===== src/rtl/srt_div_ctrl.sv =====
// Sequencing controller for the radix-8 SRT divider: handshake, digit-iteration count,
// correction cycle and special-case bypass. Optional early-out: define SRT_EARLY_OUT_EN.
module srt_div_ctrl #(
    parameter int XLEN     = 32,
    parameter int NUM_ITER = 11,
    parameter int CNT_W    = 4
) (
    input  logic             clk,
    input  logic             rst_n,
    input  logic             req_valid,
    output logic             req_ready,
    input  logic             req_signed,
    input  logic             req_rem,
    input  logic [XLEN-1:0]  dividend,
    input  logic [XLEN-1:0]  divisor,
    input  logic             kill,
    output logic [1:0]       phase,
    output logic [CNT_W-1:0] iter_cnt,
    output logic             load_en,
    output logic             q_capture,
    output logic             corr_en,
    output logic [1:0]       special_sel,
    output logic             op_rem,
    output logic             op_signed,
    output logic             resp_valid,
    input  logic             resp_ready
);

    typedef enum logic [1:0] {
        ST_IDLE = 2'b00,
        ST_ITER = 2'b01,
        ST_CORR = 2'b10,
        ST_DONE = 2'b11
    } state_t;

    localparam logic [CNT_W-1:0] CNT_INIT = CNT_W'(NUM_ITER - 1);
    localparam logic [XLEN-1:0]  INT_MIN  = {1'b1, {(XLEN-1){1'b0}}};

    state_t           state_reg, state_next;
    logic [CNT_W-1:0] cnt_reg, cnt_next;
    logic             load_reg, load_next;
    logic [1:0]       sel_reg, sel_next;
    logic             rem_reg, rem_next;
    logic             signed_reg, signed_next;

    logic accept;
    logic div_zero;
    logic sgn_ovf;
    logic early_out;

    assign req_ready = (state_reg == ST_IDLE);
    assign accept    = req_valid & req_ready;
    assign div_zero  = (divisor == '0);
    assign sgn_ovf   = req_signed && (dividend == INT_MIN) && (divisor == '1);

`ifdef SRT_EARLY_OUT_EN
    // Quotient is zero when |dividend| < |divisor|; the remainder is the dividend itself.
    logic [XLEN-1:0] mag_a;
    logic [XLEN-1:0] mag_b;
    assign mag_a     = (req_signed && dividend[XLEN-1]) ? (~dividend + 1'b1) : dividend;
    assign mag_b     = (req_signed && divisor[XLEN-1])  ? (~divisor + 1'b1)  : divisor;
    assign early_out = (mag_a < mag_b);
`else
    assign early_out = 1'b0;
`endif

    always_ff @(posedge clk) begin
        if (!rst_n) begin
            state_reg  <= ST_IDLE;
            cnt_reg    <= '0;
            load_reg   <= 1'b0;
            sel_reg    <= 2'b00;
            rem_reg    <= 1'b0;
            signed_reg <= 1'b0;
        end else begin
            state_reg  <= state_next;
            cnt_reg    <= cnt_next;
            load_reg   <= load_next;
            sel_reg    <= sel_next;
            rem_reg    <= rem_next;
            signed_reg <= signed_next;
        end
    end

    always_comb begin
        state_next  = state_reg;
        cnt_next    = cnt_reg;
        load_next   = 1'b0;
        sel_next    = sel_reg;
        rem_next    = rem_reg;
        signed_next = signed_reg;

        case (state_reg)
            ST_IDLE: begin
                if (accept) begin
                    rem_next    = req_rem;
                    signed_next = req_signed;
                    if (div_zero) begin
                        sel_next   = 2'b01;
                        state_next = ST_DONE;
                    end else if (sgn_ovf) begin
                        sel_next   = 2'b10;
                        state_next = ST_DONE;
                    end else begin
                        sel_next   = 2'b00;
                        load_next  = 1'b1;
                        if (early_out) begin
                            state_next = ST_CORR;
                        end else begin
                            state_next = ST_ITER;
                            cnt_next   = CNT_INIT;
                        end
                    end
                end
            end
            ST_ITER: begin
                if (cnt_reg == '0) begin
                    state_next = ST_CORR;
                end else begin
                    cnt_next = cnt_reg - CNT_W'(1);
                end
            end
            ST_CORR: begin
                state_next = ST_DONE;
            end
            ST_DONE: begin
                if (resp_ready) begin
                    state_next = ST_IDLE;
                end
            end
            default: begin
                state_next = ST_IDLE;
                cnt_next   = '0;
                sel_next   = 2'b00;
            end
        endcase

        // Flush wins over everything, including a same-cycle accept or response handshake.
        if (kill) begin
            state_next  = ST_IDLE;
            cnt_next    = '0;
            load_next   = 1'b0;
            sel_next    = 2'b00;
            rem_next    = rem_reg;
            signed_next = signed_reg;
        end
    end

    assign phase       = state_reg;
    assign iter_cnt    = cnt_reg;
    assign load_en     = load_reg;
    assign q_capture   = (state_reg == ST_CORR);
    assign corr_en     = (state_reg == ST_CORR);
    assign special_sel = sel_reg;
    assign op_rem      = rem_reg;
    assign op_signed   = signed_reg;
    assign resp_valid  = (state_reg == ST_DONE);

endmodule


===== config.mk =====
export PLATFORM = sky130hd
export DESIGN_NAME = srt_div_ctrl
export DESIGN_NICKNAME = d
export VERILOG_FILES = /design/src/rtl/srt_div_ctrl.sv
export SDC_FILE = /design/constraint.sdc
export NUM_CORES = 1
export LEC_CHECK = 0
export BUFFER_PORTS_ARGS = -buffer_cell sky130_fd_sc_hd__buf_2
export CORE_MARGIN = 2
export CORE_UTILIZATION = 40
export DETAILED_ROUTE_END_ITERATION = 10
export GPL_ROUTABILITY_DRIVEN = 0
export PLACE_DENSITY = 0.9
export SLEW_MARGIN = 25
export SYNTH_ARGS = -nofsm -noshare
export SYNTH_HDL_FRONTEND = slang
export SYNTH_SLANG_ARGS = --single-unit

===== constraint.sdc =====
create_clock -name clk -period 5.47 [get_ports clk]
set_input_delay 1.3675 -clock clk [delete_from_list [all_inputs] [get_ports clk]]
set_output_delay 1.3675 -clock clk [all_outputs]
set_load 0.05 [all_outputs]

==> flow_summary.toml <==
[clocking]
cts_resized = 0
clkSlewWorstSetupHoldPaths_ps = 80
ctsHoldBuffers = 0
post_cts_buffers = 0
cts_buffer_depth = 2
clkSinkCount = 11
cts_inserted_buffers = 3
h-tree-depth = 1
cts_root_buf = "clkbuf_4"
cts_tree = "done"
clk_latency_ps = 280

[logic_synthesis]
ys_top_cells_by_area = "dfxtp_1 (21%), nor4_1 (11%), nand4_1 (8.5%)"
async_reset_ff_frac = 0
synth_edf_count = 0
synth_cell_types = 41
ys_warn_count = 0
synth_common_cells = "nor4_1 (18), nand2_1 (16), nand4_1 (14), dfxtp_1 (11), nor2_1 (7)"
synth_top_area_frac = 0.213
synthCells = 131
synth_fp_nets = 207
netlist_area_um2 = 1040
yosysMostFrequentCell = "nor4_1"
syn_area_per_cell_um2 = 7.91
yosysTopAreaCell = "dfxtp_1"
synthFlopType = "dfxtp_1"
ys_seq_area_frac = 0.213
synth-seq-cells = 11

[global_routing]
grt_use_total = 0.247
grt_pass1_vias = 1318
antenna_found_initial = 0
grt_max_degree = 10
grt_first_pass_wirelength_um = 5510
grt-ovfl-total = 0

[detailed_routing]
drc_errors = 0
drt_wl_total_um = 3570
drt_iter0_drc = 67
firstDrtPassIters = 4
vias_per_cell = 5.83
vias = 1434
antenna_left = 0
wire_per_inst_um = 14.5

[worst_setup_path]
rr_worst_depth = 7
crit_path_end_kind = "primary output"
start_kind = "flop"
slowest_delay_ps = 400
slowest_stage = "ha_1"
crit_type = "reg2out"
arrival_ps = 1470
cp_max_fo = 9
path_delay_family = "buffers and inverters"
path_buf_inv = 2
path_depth = 3
cp.required_ps = 4100
cp_cell_sequence = "inv_1 -> ha_1 -> buf_2"

[pwr]
power_mw = 0.227
leakage_nw = 0.661
max-vdd-ir-drop_v = 0.000105
p_per_area_nw_per_um2 = 151

[floorplan]
initial_core_util = 0.422
die-area_um2 = 3010
io_pins = 86
die_h_um = 54.9
rows = 18
core_um2 = 2450
die-width_um = 54.9

[timing]
post-route-period-util = 0.518
clock-skew-final_ps = 3.09
finalCriticalPeriod_ps = 2830
worstMarginPinSlew_ps = 468
worst_hold_slack_ps = 482
finalSetupViolCount = 0
tns_ps = 0
rsz0062_at_grt = "false"
clock.fmax_ghz = 0.353
hold_violations = 0
drv_slew = 0
maxSlewHeadroom = 0.687
setup_slack_ps = 2640

[job]
cap_violations = 0

[layout]
areaGrowthSynthToFinish_pct = 45.4
fin_cells = 246
drive_gt1_frac = 0.449
diodes = 0
finalInstanceArea_um2 = 1510
final_core_util = 0.614
final_nets = 293

[placed_design]
place_area_um2 = 1480
dp_slack_ps = 2360
hpwl_um = 3020
io_buffers = 85
dp_cells = 242

[min_path]
hold_path.class = "reg2reg"
min_path_cells = 2

[status]
status = "completed"
[flip-flops by register name, summed over array words and instances (netlist names)]
signal	cells
iter_cnt	4
op_rem	1
load_en	1
special_sel	2
phase	2
op_signed	1
[worst paths after layout]
path / start / to / slack (ps)
worst min-delay path: special_sel[1] / special_sel[1] / 480
worst max-delay path: phase[0] / req_ready / 2640
worst min register to register: special_sel[1] / special_sel[1] / 480
worst max register to register: iter_cnt[0] / phase[1] / 3630
[final cells by class]
cell class                 instances  area (um2)
timing repair buffer              85         425
tap                               30        37.5
multi-input combinational        110         773
sequential                        11         220
clock buffer                       3        22.5
clock inverter                     1        5.00
fill                             253         948
inverter                           6        22.5
[cell families (layout without fill, tap and decap cells)]
kind of cell / Yosys count / after routing / share of synthesized area
flip-flops: 11 / 11 / 0.213
adder cells (fa/ha/maj): 5 / 5 / 0.0604
AND/OR/NAND/NOR: 84 / 84 / 0.511
buffers and inverters: 10 / 95 / 0.0411
AO/OA/AOI/OAI: 20 / 20 / 0.165
multiplexers: 1 / 1 / 0.00966
[cell usage in the layout, fill, tap and decap left out, types with 4 or more instances in the layout]
cell	netlist	layout
nor2_1	7	7
nand2_1	16	16
buf_2	0	85
or3_1	4	4
ha_1	5	5
nand4_1	14	14
inv_1	6	6
nor4_1	18	18
dfxtp_1	11	11
a21oi_1	4	4
nand4b_1	4	4
[worst min-delay path: stages, from the launching register on]
cell and delay, ps:
dfxtp_1 330, nand2_1 60, a21oi_1 50
[per-layer routing]
layer  up-vias  part of all wire  GRT usage
met5         -                 0          0
met4         0             0.018      0.114
met3        10             0.084     0.0565
met2        66              0.48      0.421
met1       653              0.42      0.293
li1        705                 -          -
[power by group]
group          leakage [nW]  switching, mW  internal (mW)
Sequential           0.0894        0.00215         0.0828
Clock                0.0177         0.0317         0.0272
Combinational         0.554         0.0494         0.0337
Note: power is estimated with default switching activity, not from simulation.
